`src/rtl/seg7_scan_if.sv`:
```
// Write/display bundle for seg7_scan_ctrl: staging handshake plus the multiplexed digit outputs.
interface seg7_scan_if;
    logic        wr_valid;
    logic [15:0] wr_data;
    logic        wr_ready;
    logic [3:0]  bcd;
    logic [3:0]  dig_en;
    logic        bad_digit;

    modport master (
        output wr_valid, wr_data,
        input  wr_ready, bcd, dig_en, bad_digit
    );

    modport slave (
        input  wr_valid, wr_data,
        output wr_ready, bcd, dig_en, bad_digit
    );
endinterface

```
`src/rtl/seg7_scan_ctrl.sv`:
```
// Four-digit multiplexed 7-segment scan controller with frame-aligned double buffering.
// Optional leading-zero blanking is enabled by defining SEG7_LZB_EN.
module seg7_scan_ctrl #(
    parameter int PRESCALE = 1000
) (
    input  logic        clk,
    input  logic        rst_n,
    seg7_scan_if.slave  bus
);

    localparam logic [15:0] CNT_LAST = 16'(PRESCALE - 1);

    logic [15:0] cnt_q, cnt_d;
    logic [1:0]  idx_q, idx_d;
    logic [15:0] pend_q, pend_d;
    logic [15:0] disp_q, disp_d;
    logic        pend_full_q, pend_full_d;
    logic        bad_q, bad_d;
    logic [3:0]  bcd_q, bcd_d;
    logic [3:0]  dig_en_q, dig_en_d;

    logic        tick_s;
    logic        frame_end_s;
    logic        wr_fire_s;
    logic [3:0]  nib_s;
    logic        blank_s;

    function automatic logic has_bad_nibble(input logic [15:0] w);
        logic r;
        r = 1'b0;
        for (int k = 0; k < 4; k++) begin
            r = r | (w[4*k +: 4] > 4'd9);
        end
        return r;
    endfunction

    function automatic logic [3:0] onehot(input logic [1:0] i);
        logic [3:0] r;
        case (i)
            2'd0:    r = 4'b0001;
            2'd1:    r = 4'b0010;
            2'd2:    r = 4'b0100;
            2'd3:    r = 4'b1000;
            default: r = 4'b0000;
        endcase
        return r;
    endfunction

    function automatic logic [3:0] select_nibble(input logic [15:0] w, input logic [1:0] i);
        logic [3:0] r;
        case (i)
            2'd0:    r = w[3:0];
            2'd1:    r = w[7:4];
            2'd2:    r = w[11:8];
            2'd3:    r = w[15:12];
            default: r = 4'h0;
        endcase
        return r;
    endfunction

`ifdef SEG7_LZB_EN
    // Digit k>0 is a leading zero when it and every higher nibble are zero.
    function automatic logic leading_zero(input logic [15:0] w, input logic [1:0] i);
        logic r;
        case (i)
            2'd3:    r = (w[15:12] == 4'd0);
            2'd2:    r = (w[15:8] == 8'd0);
            2'd1:    r = (w[15:4] == 12'd0);
            default: r = 1'b0;
        endcase
        return r;
    endfunction
`endif

    assign tick_s      = (cnt_q == CNT_LAST);
    assign frame_end_s = tick_s && (idx_q == 2'd3);
    assign wr_fire_s   = bus.wr_valid && !pend_full_q;
    assign nib_s       = select_nibble(disp_q, idx_q);

`ifdef SEG7_LZB_EN
    assign blank_s = (nib_s > 4'd9) || leading_zero(disp_q, idx_q);
`else
    assign blank_s = (nib_s > 4'd9);
`endif

    // Next-state: prescaler, digit index, staging/display buffers and scan outputs.
    always_comb begin
        cnt_d       = tick_s ? 16'd0 : cnt_q + 16'd1;
        idx_d       = tick_s ? idx_q + 2'd1 : idx_q;
        pend_d      = pend_q;
        disp_d      = disp_q;
        pend_full_d = pend_full_q;
        bad_d       = bad_q;
        bcd_d       = nib_s;
        dig_en_d    = blank_s ? 4'b0000 : onehot(idx_q);

        // Swap only at frame boundary so a frame never mixes two words.
        if (frame_end_s && pend_full_q) begin
            disp_d      = pend_q;
            pend_full_d = 1'b0;
        end else begin
            disp_d      = disp_q;
        end

        // wr_fire needs pend empty, so it can never collide with the swap above.
        if (wr_fire_s) begin
            pend_d      = bus.wr_data;
            pend_full_d = 1'b1;
            bad_d       = bad_q | has_bad_nibble(bus.wr_data);
        end else begin
            pend_d      = pend_q;
        end
    end

    // State register with asynchronous reset.
    always_ff @(posedge clk or negedge rst_n) begin
        if (!rst_n) begin
            cnt_q       <= 16'd0;
            idx_q       <= 2'd0;
            pend_q      <= 16'h0000;
            disp_q      <= 16'h0000;
            pend_full_q <= 1'b0;
            bad_q       <= 1'b0;
            bcd_q       <= 4'h0;
            dig_en_q    <= 4'b0000;
        end else begin
            cnt_q       <= cnt_d;
            idx_q       <= idx_d;
            pend_q      <= pend_d;
            disp_q      <= disp_d;
            pend_full_q <= pend_full_d;
            bad_q       <= bad_d;
            bcd_q       <= bcd_d;
            dig_en_q    <= dig_en_d;
        end
    end

    assign bus.wr_ready  = !pend_full_q;
    assign bus.bcd       = bcd_q;
    assign bus.dig_en    = dig_en_q;
    assign bus.bad_digit = bad_q;

endmodule
```
`src/flat_wrapper.sv`:
```
// flat-port wrapper written by rule: the top's interface ports become plain ports
module seg7_scan_ctrl_flat 
#(
    parameter int PRESCALE = 1000
)
  (clk, rst_n, bus_wr_valid, bus_wr_data, bus_wr_ready, bus_bcd, bus_dig_en, bus_bad_digit);
  seg7_scan_if bus_i ();
  input  logic clk;
  input  logic rst_n;
  input wire logic [$bits(bus_i.wr_valid)-1:0] bus_wr_valid;
  input wire logic [$bits(bus_i.wr_data)-1:0] bus_wr_data;
  output wire logic [$bits(bus_i.wr_ready)-1:0] bus_wr_ready;
  output wire logic [$bits(bus_i.bcd)-1:0] bus_bcd;
  output wire logic [$bits(bus_i.dig_en)-1:0] bus_dig_en;
  output wire logic [$bits(bus_i.bad_digit)-1:0] bus_bad_digit;
  assign bus_i.wr_valid = bus_wr_valid;
  assign bus_i.wr_data = bus_wr_data;
  assign bus_wr_ready = bus_i.wr_ready;
  assign bus_bcd = bus_i.bcd;
  assign bus_dig_en = bus_i.dig_en;
  assign bus_bad_digit = bus_i.bad_digit;
  seg7_scan_ctrl #(.PRESCALE(PRESCALE)) u_core (.clk(clk), .rst_n(rst_n), .bus(bus_i));
endmodule
```
`config.mk`:
```
export PLATFORM = sky130hd
export DESIGN_NAME = seg7_scan_ctrl_flat
export DESIGN_NICKNAME = d
export VERILOG_FILES = /design/src/rtl/seg7_scan_if.sv /design/src/rtl/seg7_scan_ctrl.sv /design/src/flat_wrapper.sv
export SDC_FILE = /design/constraint.sdc
export NUM_CORES = 1
export LEC_CHECK = 0
export BUFFER_PORTS_ARGS = -buffer_cell sky130_fd_sc_hd__buf_2
export CORE_MARGIN = 1
export CORE_UTILIZATION = 61
export DETAILED_ROUTE_END_ITERATION = 8
export GPL_TIMING_DRIVEN = 1
export PLACE_DENSITY = 0.93
export SYNTH_ARGS = -nofsm -noshare
export SYNTH_HDL_FRONTEND = slang
export SYNTH_SLANG_ARGS = --single-unit
```
`constraint.sdc`:
```
create_clock -name clk -period 6.5 [get_ports clk]
set_clock_uncertainty 0.2 [all_clocks]
set_input_delay 1.3 -clock clk [delete_from_list [all_inputs] [get_ports clk]]
set_output_delay 1.3 -clock clk [all_outputs]
set_load 0.005 [all_outputs]
```
==> results.txt <==
----------------------------------------------------
[Timing]
  Final hold slack ... 0.263 ns
  Peak clock frequency supported by timing ... 0.279 GHz
  Clock period minus worst slack ... 3.59 ns
  Transition at the pin with the smallest max-transition slack ... 1.08 ns
  Max-slew violation count ... 0
  Final hold violations ... 0
  Setup repair after global routing missed its margin ... false
  Share of the cycle needed by the critical path after routing ... 0.552
  Setup Viol. Count Final ... 0
  Total Negative Setup Slacks ... 0 ns
  Slew margin rel. ... 0.273

[Yosys]
  Proportion of synthesized chip area in sequential cells ... 0.603
  Count of different cell masters after synthesis ... 30
  Number of warning messages in the yosys log ... 0
  Most used flip-flop cell after synthesis ... sky130_fd_sc_hd__dfrtp_1
  Synthesized netlist net count ... 210
  Synthesized instance count ... 185
  Mean area per synthesized cell ... 13.5 sq um
  Cell area after technology mapping ... 2490 sq um
  #FFs+latches synth ... 60
  Async set or reset register ratio after synthesis ... 1.00
  Number of enable flip-flop cells after synthesis ... 0

[Routing]
  Vias ... 1554
  Drt first pass iters ... 5
  Starting DRT DRC Count ... 92
  Remaining DRCs ... 0
  Via count normalized by instance count ... 5.69
  Antenna Violating Nets Remaining ... 0
  Routed WL ... 4.51 mm
  Wire per inst ... 16.5 microns

[Cells and area]
  Most common cell after layout, fill and taps aside ... sky130_fd_sc_hd__dfrtp_1
  Synth-to-Final Area Change ... 15.8%
  Leading cell types in the layout, fill and taps excluded ... sky130_fd_sc_hd__dfrtp_1, sky130_fd_sc_hd__buf_2, sky130_fd_sc_hd__mux2_2
  Share of post-route cells with drive strength above 1 ... 0.311
  Finished Layout Cells ... 273
  Antenna cell count ... 0
  Fraction of the core area covered by cells at the end of the flow ... 0.759
  NumNets Final ... 245

[Clock tree]
  Max Root-Sink Buffers ... 2
  Clock transition at the register clock pins on the worst setup and hold paths after CTS ... 0.06 ns
  Number of gates resized after cts ... 0
  Setup fix buffers added after clock tree synthesis ... 0
  Total CTS buffers ... 9
  Hold buffers post-CTS ... 0
  CTS tree ... built
  Clock root buffer ... sky130_fd_sc_hd__clkbuf_8
  Skew-Pair Late Insertion Delay ... 0.33 ns
  Sink Count ... 60
  H-tree depth ... 3

[Power and ir drop]
  Peak ir drop on the vdd network ... 0.186 mV
  Switch Pwr ... 155 uW
  Power per Cell Area ... 269 nW/um^2
  Relative contribution of the clock network to total power ... 0.467
  Cell internal pwr ... 619 uW
  Pleak ... 1.47 nW
  Logic pwr share ... 0.032
  Fraction of power spent switching nets ... 0.200
  Sequential group share of total power ... 0.501

[Status]
  Result of the run ... finished, final reports clean

[Placed design]
  Final HPWL DP ... 2.98 mm
  Placed Cells incl. Taps ... 257
  Port Buf Inserts ... 28
  Final RePlAce weighted congestion ... 0.793

[Critical path]
  Classification of the worst setup path ... reg2reg
  Nature of the critical path endpoint ... flop
  WP data required ... 6.52 ns
  Crit Path Max Fanout ... 17
  Startpoint class of the critical path ... flop
  Endpoint arrival time on the critical path ... 3.61 ns
  Reg2Reg Depth ... 5

[Global routing]
  Antenna violations before repair ... 0
  GRT Resource Usage Total ... 0.254
  First-pass GRT wire length ... 7.72 mm
  Global-route congestion overflow total ... 0
  Vias in the first global route ... 1583
  Pin count of the biggest net entering global routing ... 61

[Floorplanning]
  Y dimension of the die ... 65.9 microns
  Cell row count ... 22
  X dimension of the die ... 65.9 microns
  Die Outline Area ... 4340 sq um
  Floorplan core area ... 3800 sq um
  Initial Util ... 0.655
  I/O Pins ... 29

[Hold path]
  Worst hold path type ... reg2reg
  Hold Path Cell Cnt ... 1

[Flow run]
  Max Cap Viol ... 0

----------------------------------------------------
cells in the mapped netlist, types with 2 or more instances:
cell type | instances | area share
sky130_fd_sc_hd__dfrtp_1 | 60 | 0.60
sky130_fd_sc_hd__mux2_2 | 23 | 0.10
sky130_fd_sc_hd__mux2_1 | 9 | 0.041
sky130_fd_sc_hd__o21ai_0 | 9 | 0.018
sky130_fd_sc_hd__inv_1 | 7 | 0.011
sky130_fd_sc_hd__nand3_1 | 7 | 0.014
sky130_fd_sc_hd__nor2_1 | 7 | 0.011
sky130_fd_sc_hd__xnor2_1 | 7 | 0.025
sky130_fd_sc_hd__and3_1 | 6 | 0.015
sky130_fd_sc_hd__ha_1 | 6 | 0.030
sky130_fd_sc_hd__nand2_1 | 6 | 0.0090
sky130_fd_sc_hd__xor2_1 | 6 | 0.021
sky130_fd_sc_hd__a222oi_1 | 4 | 0.016
sky130_fd_sc_hd__and2_1 | 4 | 0.010
sky130_fd_sc_hd__mux2i_1 | 4 | 0.016
sky130_fd_sc_hd__clkbuf_1 | 3 | 0.0045
sky130_fd_sc_hd__nand4_1 | 3 | 0.0075
sky130_fd_sc_hd__nor3_1 | 2 | 0.0040
flip-flops by register name, summed over array words and instances, names as in the netlist:
register and cells:
u_core.cnt_q 16, u_core.disp_q 16, u_core.pend_q 16, u_core.bus.bcd 4
u_core.bus.dig_en 4, u_core.idx_q 2, u_core.bus.bad_digit 1, u_core.pend_full_q 1
metrics by stage:
stage | cell area (sq um) | setup slack [ns] | power [mW]
floorplan | 2490 | 3.98 | 0.402
global placement | 2670 | 3.15 | 0.418
detailed placement | 2670 | 2.98 | 0.419
CTS | 2880 | 2.94 | 0.782
global route | 2880 | 2.72 | 0.802
finish | 2880 | 2.91 | 0.774
path summary, 6_finish.rpt:
kind	startpoint	end	slack [ns]
max	u_core.cnt_q[0]	u_core.disp_q[15]	2.91
min	u_core.bus.bad_digit	u_core.bus.bad_digit	0.26
max reg2reg	u_core.cnt_q[0]	u_core.disp_q[15]	2.91
min reg2reg	u_core.bus.bad_digit	u_core.bus.bad_digit	0.26
max in group asynchronous	rst_n	u_core.disp_q[0]	4.72
min in group asynchronous	rst_n	u_core.cnt_q[8]	0.90
cell type report:
class	instances	area [sq um]
Clock inverter	5	75.1
Sequential cell	60	1500
Tap cell	48	60.1
Multi-Input combinational cell	113	931
Clock buffer	11	141
Inverter	7	26.3
Timing Repair Buffer	29	148
Fill cell	228	916
layer usage:
metal | wire length, microns | track usage | part of all wire
met1 | 1990 | 0.341 | 0.44
met2 | 2230 | 0.366 | 0.49
met3 | 243 | 0.114 | 0.054
met4 | 48 | 0.0870 | 0.011
met5 | 0 | 0 | 0
cells by family after synthesis:
group,count (synthesis),synth area share
adders and majority gates,6,0.0302
AOI/OAI and AO/OA,15,0.0397
buffers and inverters,12,0.0226
xor gates and xnor gates,13,0.0458
DFF,60,0.603
and+or+nand+nor,43,0.0975
muxes,36,0.161
worst max-delay path, stage by stage (launching register included):
cell and delay, ns:
sky130_fd_sc_hd__dfrtp_1 0.41, sky130_fd_sc_hd__ha_1 0.25, sky130_fd_sc_hd__or4bb_1 0.51, sky130_fd_sc_hd__nor4_2 0.90, sky130_fd_sc_hd__and3_1 0.79, sky130_fd_sc_hd__mux2_2 0.42
power groups by stage:
stage               combinational (mW)  clock [mW]  sequential, mW
finish                          0.0244       0.362           0.388
detailed placement              0.0248           0           0.395
CTS                             0.0251       0.369           0.388
global route                    0.0278       0.386           0.389
floorplan                      0.00906           0           0.393
global placement                0.0239           0           0.394
Power figures use the tool's default switching activity.
